===== config.mk =====
export PLATFORM = sky130hd
export DESIGN_NAME = regfile_write_ctrl
export DESIGN_NICKNAME = d
export VERILOG_FILES = /design/src/rtl/regwr_pkg.sv /design/src/rtl/load_ext.sv /design/src/rtl/regfile_write_ctrl.sv
export SDC_FILE = /design/constraint.sdc
export NUM_CORES = 1
export LEC_CHECK = 0
export CAP_MARGIN = 10
export CORE_MARGIN = 2
export CORE_UTILIZATION = 45
export DETAILED_ROUTE_END_ITERATION = 10
export PLACE_DENSITY = 0.71
export SETUP_SLACK_MARGIN = 0.02
export SLEW_MARGIN = 20
export SYNTH_ARGS = -nofsm -noshare
export SYNTH_HDL_FRONTEND = slang
export SYNTH_SLANG_ARGS = --single-unit

===== constraint.sdc =====
create_clock -name clk -period 6.4 [get_ports clk]
set_clock_uncertainty 0.2 [all_clocks]
set_input_delay 1.6 -clock clk [delete_from_list [all_inputs] [get_ports clk]]
set_output_delay 1.6 -clock clk [all_outputs]
set_load 0.01 [all_outputs]

===== src/rtl/regwr_pkg.sv =====
// Shared types and constants for the register-file write controller.
package regwr_pkg;

  localparam int unsigned REGWR_DATA_W = 32;
  localparam int unsigned REGWR_ADDR_W = 5;

  localparam logic [1:0] SZ_BYTE = 2'b00;
  localparam logic [1:0] SZ_HALF = 2'b01;
  localparam logic [1:0] SZ_WORD = 2'b10;

  typedef struct packed {
    logic [REGWR_ADDR_W-1:0] rd;
    logic [REGWR_DATA_W-1:0] data;
  } wr_entry_t;

endpackage


===== src/rtl/load_ext.sv =====
// Load alignment: selects the addressed byte/half from a memory word and sign/zero-extends it.
module load_ext
  import regwr_pkg::*;
#(
  parameter int unsigned DATA_W = REGWR_DATA_W
) (
  input  logic [DATA_W-1:0] data,
  input  logic [1:0]        size,
  input  logic              sgn,
  input  logic [1:0]        offset,
  output logic [DATA_W-1:0] result
);

  logic [7:0]  byte_sel;
  logic [15:0] half_sel;

  always_comb begin
    byte_sel = data[{offset, 3'b000} +: 8];
    // offset[0] is ignored for halves: the pair is chosen by offset[1] only
    half_sel = data[{offset[1], 4'b0000} +: 16];
    case (size)
      SZ_BYTE: result = {{(DATA_W-8){sgn & byte_sel[7]}}, byte_sel};
      SZ_HALF: result = {{(DATA_W-16){sgn & half_sel[15]}}, half_sel};
      default: result = data;
    endcase
  end

endmodule


===== src/rtl/regfile_write_ctrl.sv =====
// Register-file write controller: merges MEM and ALU results into an in-order FIFO, one write/cycle.
// Optional forwarding lookup of pending writes is built when REGWR_FWD_EN is defined.
module regfile_write_ctrl
  import regwr_pkg::*;
#(
  parameter int unsigned DATA_W = REGWR_DATA_W,
  parameter int unsigned ADDR_W = REGWR_ADDR_W,
  parameter int unsigned DEPTH  = 4
) (
  input  logic              clk,
  input  logic              rst,
  input  logic              mem_valid,
  output logic              mem_ready,
  input  logic [ADDR_W-1:0] mem_rd,
  input  logic [DATA_W-1:0] mem_data,
  input  logic [1:0]        mem_size,
  input  logic              mem_signed,
  input  logic [1:0]        mem_offset,
  input  logic              alu_valid,
  output logic              alu_ready,
  input  logic [ADDR_W-1:0] alu_rd,
  input  logic [DATA_W-1:0] alu_data,
  output logic              we,
  output logic [ADDR_W-1:0] rd,
  output logic [DATA_W-1:0] dataIn,
  input  logic [ADDR_W-1:0] fwd_rs,
  input  logic [ADDR_W-1:0] fwd_rt,
  output logic              fwd_rs_hit,
  output logic [DATA_W-1:0] fwd_rs_data,
  output logic              fwd_rt_hit,
  output logic [DATA_W-1:0] fwd_rt_data
);

  localparam int unsigned PTR_W = $clog2(DEPTH);
  localparam int unsigned CNT_W = PTR_W + 1;

  wr_entry_t          fifo_q [DEPTH];
  wr_entry_t          head;
  logic [PTR_W-1:0]   wr_ptr_q, wr_ptr_d;
  logic [PTR_W-1:0]   rd_ptr_q, rd_ptr_d;
  logic [PTR_W-1:0]   alu_slot;
  logic [CNT_W-1:0]   count_q, count_d;
  logic [CNT_W-1:0]   free;
  logic [DATA_W-1:0]  mem_ext;
  logic               mem_enq, alu_enq, pop;
  logic [1:0]         enq_n;

  load_ext #(
    .DATA_W (DATA_W)
  ) u_load_ext (
    .data   (mem_data),
    .size   (mem_size),
    .sgn    (mem_signed),
    .offset (mem_offset),
    .result (mem_ext)
  );

  always_comb begin
    free      = CNT_W'(DEPTH) - count_q;
    mem_ready = (free != '0);
    // ALU may only take the last slot when MEM is not competing for it
    alu_ready = (free >= CNT_W'(2)) | ((free != '0) & ~mem_valid);
    // $0 results are handshaken but dropped
    mem_enq   = mem_valid & mem_ready & (mem_rd != '0);
    alu_enq   = alu_valid & alu_ready & (alu_rd != '0);
    pop       = (count_q != '0);
    enq_n     = {1'b0, mem_enq} + {1'b0, alu_enq};
    alu_slot  = wr_ptr_q + PTR_W'(mem_enq);
    count_d   = count_q + CNT_W'(enq_n) - CNT_W'(pop);
    wr_ptr_d  = wr_ptr_q + PTR_W'(enq_n);
    rd_ptr_d  = rd_ptr_q + PTR_W'(pop);
  end

  always_ff @(posedge clk) begin
    if (rst) begin
      count_q  <= '0;
      wr_ptr_q <= '0;
      rd_ptr_q <= '0;
    end else begin
      count_q  <= count_d;
      wr_ptr_q <= wr_ptr_d;
      rd_ptr_q <= rd_ptr_d;
    end
  end

  // Storage is not reset; occupancy is tracked solely by count_q
  always_ff @(posedge clk) begin
    if (mem_enq) fifo_q[wr_ptr_q] <= '{rd: mem_rd, data: mem_ext};
    if (alu_enq) fifo_q[alu_slot] <= '{rd: alu_rd, data: alu_data};
  end

  always_comb begin
    head   = fifo_q[rd_ptr_q];
    we     = pop;
    rd     = pop ? head.rd : '0;
    dataIn = pop ? head.data : '0;
  end

`ifdef REGWR_FWD_EN
  // Walk oldest to youngest so the last match wins
  always_comb begin
    fwd_rs_hit  = 1'b0;
    fwd_rs_data = '0;
    fwd_rt_hit  = 1'b0;
    fwd_rt_data = '0;
    for (int unsigned i = 0; i < DEPTH; i++) begin
      if (CNT_W'(i) < count_q) begin
        if ((fwd_rs != '0) && (fifo_q[rd_ptr_q + PTR_W'(i)].rd == fwd_rs)) begin
          fwd_rs_hit  = 1'b1;
          fwd_rs_data = fifo_q[rd_ptr_q + PTR_W'(i)].data;
        end
        if ((fwd_rt != '0) && (fifo_q[rd_ptr_q + PTR_W'(i)].rd == fwd_rt)) begin
          fwd_rt_hit  = 1'b1;
          fwd_rt_data = fifo_q[rd_ptr_q + PTR_W'(i)].data;
        end
      end
    end
  end
`else
  logic unused_fwd;
  assign unused_fwd  = ^{fwd_rs, fwd_rt};
  assign fwd_rs_hit  = 1'b0;
  assign fwd_rs_data = '0;
  assign fwd_rt_hit  = 1'b0;
  assign fwd_rt_data = '0;
`endif

endmodule


==> results.txt, run 1 <==
Counting the buffers created by CTS gives 17. The proportion of layout cells with a drive suffix above 1 came out at between 20% and 30%. The chip height came out at around 150 um. At the later pin of the worst-skew pair, clock insertion delay measures about 0.42 ns. The worst hold-check path type is reg2reg. Along the worst path, the maximum fanout reaches 38. The mean instance size in the synthesized netlist is roughly 14 sq um. The headroom to the max-slew limit came out at a little over a quarter. STA puts the critical path data required time at 6.31 ns. Ranked by instance count, the synthesized netlist is headed by 148 x sky130_fd_sc_hd__edfxtp_1, 106 x sky130_fd_sc_hd__mux2_2, 69 x sky130_fd_sc_hd__buf_4, 45 x sky130_fd_sc_hd__mux2i_1, 38 x sky130_fd_sc_hd__mux4_2. The number of enable-type register cells in the synthesized netlist is about 150. The run finished with clean final reports. The count of endpoints failing hold in the final timing report is 0. The H-tree generated during clock tree synthesis spans 4 levels.

The number of buffers and inverters on the critical path is 2. The fraction of power consumed by the clock network came out at about a fifth. The cell area that synthesis handed to floorplanning was just over 9000 sq um.

The largest net degree at the start of global routing is 39. The number of stages on the worst hold path is 2. The final net count is 854. The setup violation total in the final timing report is 0. In the final layout, flip-flops and latches occupy about 4600 sq um. The post-detailed-route count of antenna-violating nets came out at 0. The number of standard cells after synthesis came out at about 630. Compared with the post-synthesis result, the final layout area differs by 20.4%.

The type of the worst setup path is in2reg. STA classifies the critical path startpoint as an input pin. Yosys instantiated no cell more often than sky130_fd_sc_hd__edfxtp_1. After clock tree synthesis, the repair step resized 0 gates. The relative contribution of combinational cells to total power came out at between 40% and 50%. The final total power is 0.00505 W.

After clock tree synthesis, the setup repair step added 0 buffers. The half-perimeter wire length after placement came out at about 15 mm. TritonCTS built the clock tree. The width of the die is roughly 150 um. The routability congestion estimate is 0.860. The final-layout setup total negative slack came out at 0 ns. The multi-input logic area came out at around 4000 sq um. The number of pins exceeding their max-slew limit in the final report is 0. The initial antenna violation count came out at 0. The switching power summed over all nets came out at roughly 0.0016 W. The summed area of non-filler cells in the final layout came out at 10900 sq um. The worst path uses between 70% and 80% of the clock period. The floorplan core area is just under 20000 sq um. The family with the most delay on the worst path is simple AND/OR/NAND/NOR gates. The largest incremental delay on the critical path is around 0.90 ns. The share of flip-flops with an asynchronous set or reset after synthesis is 0%. Dividing total power by cell area gives a power density of 462 nW/um^2. The signal on the critical path passes through clkdlybuf4s50_1 > or3_1 > o311a_1 > ha_1 > or4_4 > o31ai_4 > buf_12. The most used flip-flop cell after synthesis is sky130_fd_sc_hd__edfxtp_1.

The total overflow reported by the global router is 0. Dividing the detail-routed via count by the number of cells gives approximately 5.5. The maximum operating frequency came out at between 200 and 250 MHz. The cell taking the most area after synthesis is sky130_fd_sc_hd__edfxtp_1.

The area of the die came out at 21300 sq um. The flip-flop and latch count after synthesis is around 160. The worst endpoint data arrival time came out at about 4.8 ns. The cell-internal power came out at around 0.0034 W.

The placed standard-cell area is ~10000 sq um. The maximum buffer depth of the clock tree is 2. The portion of synthesized cell area occupied by the leading cell type is approximately half.

Yosys printed 0 warnings. The final critical-path required period came out at a little under 5 ns. The quantity of hold-fixing buffers added after cts came out at 0. After detailed routing, the number of remaining DRC violations is 0. Pin placement for this block handled between 150 and 200 I/O pins. The floorplan row count is 51. The number of detailed-route iterations in the first pass came out at 5. Setup repair after global routing left no endpoint under its margin.

The worst setup path is captured at a flip-flop. The layout has 1603 filler cells. The global-route total usage across every layer is around a fifth. The number of max-cap violations is 0. The mean routed wirelength per cell is 21.8 um. The first-pass GRT wire length is 33.7 mm.

The total via count after detailed routing came out at about 5600. The detailed router finished its first iteration with roughly 480 violations. The starting utilization of the core area is 46.2%. Counting every sink on the clock net gives roughly 160. The peak supply drop came out at between 0.2 and 0.25 mV. After synthesis, flip-flops and latches occupy 50.5% of the total area. The switching share of total power is between 30% and 40%.

The clock-pin slew of the registers on the worst-case setup and hold paths is 0.06 ns. Counting distinct cell types in the post-synthesis netlist gives 40. The number of global-route vias before repair is slightly below 6000. The slew of the pin with the lowest slew margin is ~1.1 ns. Sorting the synthesized cells by area gives the leading types as sky130_fd_sc_hd__edfxtp_1 49%, sky130_fd_sc_hd__mux2_2 13%, sky130_fd_sc_hd__mux4_2 9.4%. Sequential cells burn approximately a third of the power.

The final layout contains routed wiring with a total length of between 20 and 25 mm. The length in cells of the worst reg-to-reg path is 9. The number of I/O port buffers is ~120.

The root buffer cell chosen for the clock tree is sky130_fd_sc_hd__clkbuf_16. The cell leakage power is 3.98 nW. The diode insertion count for antenna repair came out at 0. The master of the slowest instance on the critical path is sky130_fd_sc_hd__or4_4. The critical path depth is 7.
final timing paths:
kind | to | startpoint | slack [ns]
worst min-delay path | count_q[0] | count_q[0] | 0.41
worst max-delay path | fifo_q[0][19] | mem_rd[0] | 1.48
worst max register to register | fifo_q[0][19] | count_q[0] | 2.80
worst min register to register | count_q[0] | count_q[0] | 0.41
cell families after synthesis:
family | after synthesis | share of synthesized area (%)
buf+inv | 127 | 9.07
simple gates | 88 | 5.46
xor+xnor | 7 | 0.675
other cells | 1 | 0.0413
fa+ha+maj | 12 | 1.74
mux | 196 | 28.4
compound gates | 48 | 4.12
flops | 155 | 50.5
cells in the final DEF (no fill, tap or decap), types with 6 or more instances in the layout:
master	n
sky130_fd_sc_hd__edfxtp_1	148
sky130_fd_sc_hd__clkdlybuf4s50_1	122
sky130_fd_sc_hd__mux2_2	106
sky130_fd_sc_hd__conb_1	66
sky130_fd_sc_hd__mux2i_1	45
sky130_fd_sc_hd__mux4_2	38
sky130_fd_sc_hd__and2_1	37
sky130_fd_sc_hd__nand2_1	29
sky130_fd_sc_hd__inv_1	22
sky130_fd_sc_hd__clkbuf_16	17
sky130_fd_sc_hd__o21ai_0	16
sky130_fd_sc_hd__buf_4	12
sky130_fd_sc_hd__ha_1	11
sky130_fd_sc_hd__a22o_1	8
sky130_fd_sc_hd__a221oi_1	8
sky130_fd_sc_hd__mux2_1	7
sky130_fd_sc_hd__o221a_2	7
sky130_fd_sc_hd__dfxtp_1	6
layer usage:
metal  vias to the layer above  share of wire (%)  GRT usage, %
li1                       2509                  -             -
met1                      2852                 39          25.3
met2                       235                 52          37.1
met3                        37                6.7          4.81
met4                         0                2.2          7.23
met5                         -                  0             0
state kept, by name, indices dropped and copies added (netlist names):
name	count
wr_ptr_q	2
count_q	3
rd_ptr_q	2
fifo_q	148
final cells by class:
class | count | share of cell area (%)
Clock buffer | 18 | 3.93
Inverter | 23 | 0.790
Tap cell | 265 | 3.03
Timing Repair Buffer | 135 | 12.2
Multi-Input combinational cell | 417 | 36.3
Sequential cell | 155 | 42.0
Clock inverter | 14 | 1.84
per-stage QoR:
step / cells / hold WS, ns / worst slack (ns) / util (%)
floorplan: 699 / 0.354 / 0.926 / -
global placement: 995 / 0.379 / 1.11 / 52.4
global route: 1027 / 0.466 / 1.37 / 55.6
CTS: 1027 / 0.410 / 1.48 / 55.6
finish: 1027 / 0.411 / 1.48 / 55.6
detailed placement: 995 / 0.396 / 1.07 / 52.4
worst reg2reg max path, delay by kind of cell (launching register included):
| kind | cells | cell delay, ns |
|---|---|---|
| compound gates | 2 | 0.63 |
| buf+inv | 3 | 0.47 |
| simple gates | 1 | 0.90 |
| fa+ha+maj | 3 | 0.75 |
| flops | 1 | 0.34 |
power by group through the flow:
stage	clock network (W)	registers (W)	logic, W
2_1_floorplan	0	0.00171	0.00145
3_3_place_gp	0	0.00173	0.00221
3_5_place_dp	0	0.00177	0.00224
4_1_cts	0.00109	0.00175	0.00226
5_1_grt	0.00113	0.00178	0.00238
6_report	0.00108	0.00174	0.00223
No activity file was read; power rests on OpenSTA's default activity.
==> inputs of run 2 (changes only) <==
--- a/config.mk
+++ b/config.mk
@@ -9,7 +9,7 @@
 export CORE_MARGIN = 2
 export CORE_UTILIZATION = 45
 export DETAILED_ROUTE_END_ITERATION = 10
-export PLACE_DENSITY = 0.71
+export PLACE_DENSITY = 0.74
 export SETUP_SLACK_MARGIN = 0.02
 export SLEW_MARGIN = 20
 export SYNTH_ARGS = -nofsm -noshare
==> constraint.sdc (replaced) <==
create_clock -name clk -period 4.26 [get_ports clk]
set_clock_uncertainty 0.2 [all_clocks]
set_input_delay 1.065 -clock clk [delete_from_list [all_inputs] [get_ports clk]]
set_output_delay 1.065 -clock clk [all_outputs]
set_load 0.01 [all_outputs]
==> run 2 against run 1 <==
Via count grew 1.1%. Wire length shrank 1.3%. Highest routed layer unchanged. Register-to-register slack lost 1.8 ns. Design area grew 1.9%. Sequential cell count is the same. Cell count grew 1.6%. Largest power group unchanged. Count of clock-buffer cells in the layout shrank 1. Power grew 50%. Non-clock buffer count grew 16. Die area is the same. Combinational power grew 60%. Critical path depth grew 2.
==> results.txt, run 2 (synthesized netlist as in run 1, its figures left out) <==
The number of sinks driven by the clock tree came out at around 160. The setup violation total in the final timing report came out at 0. The worst setup path is captured at a flip-flop.

The depth of the CTS H-tree came out at 4. The number of pins exceeding their max-slew limit in the final report came out at 0. The post-detailed-route count of antenna-violating nets came out at 0. The kind of start point of the critical path is an input pin. TritonCTS built the clock tree. The number of design rule violations left after detail routing came out at 0.

The area taken by flip-flops and latches is about 4600 sq um. Leaving out fill and tap cells, the most frequent cell in the layout is sky130_fd_sc_hd__edfxtp_1. The later pin in the worst-skew pair is clocked with a latency of approximately 0.42 ns. The largest registers in the layout are fifo_q: 148 flops, count_q: 3 flops. The number of resized instances in the post-cts repair step came out at 0.

The routability congestion estimate is 0.841. The area growth from synthesis to layout came out at 22.7%. Summed over all layers, the global routing overflow is 0. Dividing the detail-routed via count by the number of cells gives ~5.5. The period utilization is between 90% and 100%. The floorplan row count is between 50 and 60.

The number of CTS-inserted buffers is 17. The mean routed wirelength per cell is 21.2 um. The fraction of power consumed by the clock network is about a fifth. The filler cell count in the final layout is between 1500 and 2000. The cell-internal power came out at 0.00513 W.

The cell sitting at the root of the clock tree is a sky130_fd_sc_hd__clkbuf_16. For this design the ratio of total power to cell area is 682 nW/um^2. The final net count came out at 870.

The post-layout utilization of the core is roughly 57%. The total via count after detailed routing is 5694. The first-pass GRT wire length is between 30 and 40 mm.

The switching power summed over all nets is between 0.002 and 0.0025 W. The routed design could run at a clock period as short as roughly 3.8 ns. The library cells used most frequently in the layout, excluding fill and tap cells, are 148 x sky130_fd_sc_hd__edfxtp_1, 122 x sky130_fd_sc_hd__clkdlybuf4s50_1, 106 x sky130_fd_sc_hd__mux2_2. The number of max-cap violations is 0. The initial utilization of the core area, before any placement, comes to between 40% and 50%. The count of endpoints failing hold in the final timing report is 0. In this run the worst path has a maximum fanout of 32. Setup slack on the worst reg-to-reg path comes out at about 0.97 ns. For this run, the top clock speed supported by timing is roughly 260 MHz. The required time of the critical path came out at approximately 4.2 ns. The aggregate routed wire length came out at about 22 mm. The flow ran to the end, and the final reports show no timing, DRC or antenna violations. The diode insertion count for antenna repair came out at 0. The width of the die came out at between 100 and 150 um.

The number of global-route vias before repair came to ~6000. The switching share of total power came out at between 30% and 40%. The global-route total usage across every layer is 21.1%. Setup repair after global routing left no endpoint under its margin. The relative contribution of combinational cells to total power is between 40% and 50%. The number of detailed-route iterations in the first pass came out at 5. VDD sags by at most 0.355 mV. The maximum buffer depth of the clock tree came out at 2. The headroom to the max-slew limit came out at approximately half.

The largest net degree at the start of global routing came out at 33. The flip-flop count of the largest register after layout is ~150. The proportion of layout cells with a drive suffix above 1 is between 20% and 30%. The DRC violation total after the first TritonRoute iteration is approximately 360.

The chip height is about 150 um. The final-layout setup total negative slack is 0 ns. 199 I/O pins were placed. After clock tree synthesis, the flow added hold-fix buffers numbering 0. At the pin with the least slew margin, the transition time is 0.749 ns. The number of I/O port buffers came out at 122. The half-perimeter wire length after placement came out at ~15 mm. The post-CTS repair timing setup buffer count is 0. The clock-pin slew of the registers on the worst-case setup and hold paths came out at roughly 0.06 ns.

The worst setup path is of the in2reg kind. The cell leakage power came out at between 4 and 5 nW. The multi-input logic area is 3960 sq um.

The area of the die is 21300 sq um. The tightest min-delay check is of the reg2reg type. The floorplan core area is between 15000 and 20000 sq um. For the worst setup path, the data arrival time is 3.81 ns.

The most flop-heavy register is fifo_q. The initial antenna violation count came out at 0. Registers are responsible for 34.1% of the overall power.
==> run 2: cell types whose count changed in the layout (fill, tap and decap cells not counted), sizes merged <==
cell / before / now
clkinv: 9 / 7
buf: 13 / 29
inv: 22 / 26
bufinv: 5 / 1
clkinvlp: 1 / 4
clkbuf: 18 / 17
==> run 2: per-stage QoR <==
step	cells	area, sq um	setup slack, ns	total power [W]	hold slack (ns)
6_report	1043	11100	0.422	0.00759	0.436
5_1_grt	1043	11100	0.294	0.00796	0.511
4_1_cts	1043	11100	0.439	0.00767	0.441
3_5_place_dp	1011	10600	-0.00817	0.00621	0.422
3_3_place_gp	1011	10600	0.0376	0.00611	0.379
2_1_floorplan	699	9340	0.163	0.00473	0.354
==> run 2: path summary, 6_finish.rpt <==
| kind | to | depth (start not counted) | from |
|---|---|---|---|
| worst min-delay path | count_q[0] | 2 | count_q[0] |
| worst max register to register | count_q[2] | 14 | count_q[0] |
| worst min register to register | count_q[0] | 2 | count_q[0] |
| worst max-delay path | fifo_q[1][22] | 9 | mem_rd[0] |
==> run 2: per-layer routing <==
| layer | vias up | routed length, um | track usage [%] |
|---|---|---|---|
| met4 | 0 | 543 | 7.33 |
| li1 | 2537 | - | - |
| met2 | 247 | 11400 | 37.1 |
| met5 | - | 0 | 0 |
| met1 | 2865 | 8840 | 26.1 |
| met3 | 45 | 1340 | 4.13 |
==> run 2: final cells by class <==
cell class / instances / share of cell area [%]
Sequential cell: 155 / 41.2
Multi-Input combinational cell: 417 / 35.6
Timing Repair Buffer: 151 / 14.4
Clock buffer: 17 / 3.82
Tap cell: 265 / 2.98
Clock inverter: 15 / 1.28
Inverter: 23 / 0.775
==> run 2: power by group through the flow <==
stage,logic (W),clock network [W],registers [W]
6_report,0.00356,0.00144,0.00259
3_5_place_dp,0.00359,0,0.00263
2_1_floorplan,0.00218,0,0.00255
4_1_cts,0.00361,0.00146,0.00260
5_1_grt,0.00381,0.00152,0.00264
3_3_place_gp,0.00353,0,0.00258
==> run 2: critical path: stages <==
cell and delay (ns):
sky130_fd_sc_hd__clkdlybuf4s50_1 0.49, sky130_fd_sc_hd__or3_1 0.43, sky130_fd_sc_hd__o311a_1 0.34, sky130_fd_sc_hd__ha_1 0.23
sky130_fd_sc_hd__xnor2_1 0.21, sky130_fd_sc_hd__nand2_1 0.12, sky130_fd_sc_hd__nor3_4 0.23, sky130_fd_sc_hd__buf_12 0.30
sky130_fd_sc_hd__mux2_2 0.38
==> inputs of run 3 (changes only) <==
--- a/config.mk
+++ b/config.mk
@@ -8,6 +8,7 @@
 export CAP_MARGIN = 10
 export CORE_MARGIN = 2
 export CORE_UTILIZATION = 45
+export CTS_BUF_LIST = sky130_fd_sc_hd__clkbuf_4 sky130_fd_sc_hd__clkbuf_8 sky130_fd_sc_hd__clkbuf_16
 export DETAILED_ROUTE_END_ITERATION = 10
 export PLACE_DENSITY = 0.74
 export SETUP_SLACK_MARGIN = 0.02
==> results of run 3 <==
The final DEF is identical to that of run 2; final timing and power are the same.
==> RTL edit (config.mk and constraints of run 3) <==
Add a define of `REGWR_FWD_EN`.
--- a/src/rtl/regfile_write_ctrl.sv
+++ b/src/rtl/regfile_write_ctrl.sv
@@ -1,5 +1,7 @@
 // Register-file write controller: merges MEM and ALU results into an in-order FIFO, one write/cycle.
 // Optional forwarding lookup of pending writes is built when REGWR_FWD_EN is defined.
+`define REGWR_FWD_EN
+
 module regfile_write_ctrl
   import regwr_pkg::*;
 #(
Function: changed (a bounded check fails within 4 cycles, from zero or initial values and one cycle with rst high).
==> RTL edit against run 3 <==
The run now ends with negative setup slack left; die area increased by 49%; power increased by 90%; sequential cell count unchanged; synthesized area increased by 51%; first-iteration DRC count increased to 5.1 times the old value; worst setup slack got worse by 0.74 ns; cell count increased by 120%; final area increased by 76%; core utilization increased by 9.1 points; via count increased to 2.7 times the old value; count of clock-buffer cells in the layout increased by 1; combinational power increased to 2.8 times the old value; routed wire length increased by 150%; critical path type is now reg2out; highest routed layer is now met5.
==> RTL edit: results (changes against run 3) <==
[run_status]
status = finished, violations left  ; was finished clean
violations = negative setup slack

[sta]
setup_slack_ns = -0.319  ; was 0.422 ns
setup_tns_ns = -13.95  ; was 0 ns
whs_ns = 0.466  ; was 0.436 ns
setup_violations = 67  ; was 0
tightest_slew_ns = 1.18  ; was 0.749 ns

[clocking]
ctsLongestPathBuffers = 2  ; unchanged
cts_root_buf = clkbuf_16  ; unchanged

[place]
place_area_um2 = 17300  ; was 10600 µm²
port_buffers = 198  ; was 122
gp_congestion = 0.937  ; was 0.841
dpl.cell_count = 2246  ; was 1011
preCtsSetupSlack_ns = -0.884  ; was -0.00817 ns
dp_hpwl_mm = 35.4  ; was 15.3 mm

[worst_setup_path]
reg2reg_depth = 15  ; was 14
cp_slowest_cell = mux4_2  ; was clkdlybuf4s50_1
cp.arrival_ns = 3.31  ; was 3.81 ns
critical_path.endpoint = fwd_rt_data[30]  ; was fifo_q[1][22]$_DFFE_PP_
ff2ff_setup_slack_ns = 0.79  ; was 0.97 ns
max_stage_delay_ns = 0.56  ; was 0.49 ns
crit_fanout = 11  ; was 32
cp-startpoint = rd_ptr_q[0]$_SDFF_PP0_  ; was mem_rd[0]

[detailed_routing]
finalWirelength_mm = 55.0  ; was 22.1 mm
routed_via_density = 6.46  ; was 5.46
first_iter_violations = 1861  ; was 362
wl_per_cell_um = 23.5  ; was 21.2 µm

[cells_and_area]
final_cell_area_um2 = 19600  ; was 11100 µm²
nFillCells = 2268  ; was 1607
drive_gt1_frac = 0.293  ; was 0.289
nets = 2043  ; was 870

[grt]
track_usage = 0.333  ; was 0.211
grt_pass1_wl_mm = 81.2  ; was 34.1 mm
grt_max_degree = 98  ; was 33
grt_pass1_vias = 14618  ; was 5990
antenna_found_initial = 2  ; was 0

[min_path]
min-delay-start = wr_ptr_q[0]$_SDFF_PP0_  ; was count_q[0]$_SDFF_PP0_
min_to = wr_ptr_q[0]$_SDFF_PP0_  ; was count_q[0]$_SDFF_PP0_

[yosys]
yosysUniqueCellTypes = 57  ; was 40
synth_flop_cell = edfxtp_1  ; unchanged
synth_area_leaders = edfxtp_1 (32%), mux4_2 (8.1%), a21oi_1 (6.9%)  ; was edfxtp_1 (49%), mux2_2 (13%), mux4_2 (9.4%)
synth-seq-area-share = 0.335  ; was 0.505
netlist_instances = 1650  ; was 634
syn_nets = 1755
async_flop_share = 0  ; unchanged
synth_commonest_cells = nand2_1 (228), a21oi_1 (189), nor2_1 (164)  ; was edfxtp_1 (148), mux2_2 (106), buf_4 (69)

[pwr]
leakagePower_nw = 7.23  ; was 4.06 nW
ir_drop_uv = 574  ; was 355 µV

RTL edit: cell count changes after synthesis, sizes merged, moves of 30 or more:
cell | run 3 | this run
a31oi | 0 | 31
nor3 | 2 | 98
a311oi | 0 | 32
mux2i | 45 | 75
a21oi | 1 | 189
nand2 | 29 | 228
mux2 | 113 | 6
nor2 | 5 | 164
nor2b | 5 | 69
a211oi | 0 | 98
clkbuf | 15 | 96
o21ai | 18 | 112
RTL edit: power breakdown:
part	internal (mW)	switching, mW
clock	0.824	0.704
sequential	2.50	0.385
combinational	4.34	5.68
RTL edit: timing repair:
action / CTS / global route
buffers inserted: 38 / 17
setup endpoints to repair: 70 / 83
gates cloned: 7 / 4
pin swaps: 88 / 53
resized for setup: 467 / 108
RTL edit: layout make-up:
type / instances / area [µm²] / area share
Multi-Input combinational cell: 1313 / 9650 / 0.493
Sequential cell: 155 / 4590 / 0.234
Timing Repair Buffer: 427 / 4190 / 0.214
Tap cell: 390 / 488 / 0.0249
Clock buffer: 18 / 433 / 0.0221
Clock inverter: 14 / 135 / 0.00690
Inverter: 24 / 90.1 / 0.00460
Antenna cell: 1 / 2.50 / 0.000128
RTL edit: per-layer routing:
layer	up-vias	routed length [µm]	global-route usage
met4	2	3340	0.182
met2	1139	25800	0.553
li1	6670	-	-
met5	-	13	0
met3	273	5940	0.0605
met1	7047	20000	0.411
RTL edit: cell families after synthesis:
kind of cell,count (synthesis),synth area share
AND/OR/NAND/NOR,636,0.212
AO/OA/AOI/OAI,491,0.216
buffers and inverters,182,0.0568
flip-flops,155,0.335
multiplexers,130,0.140
XOR/XNOR,44,0.0282
adder cells (fa/ha/maj),12,0.0115
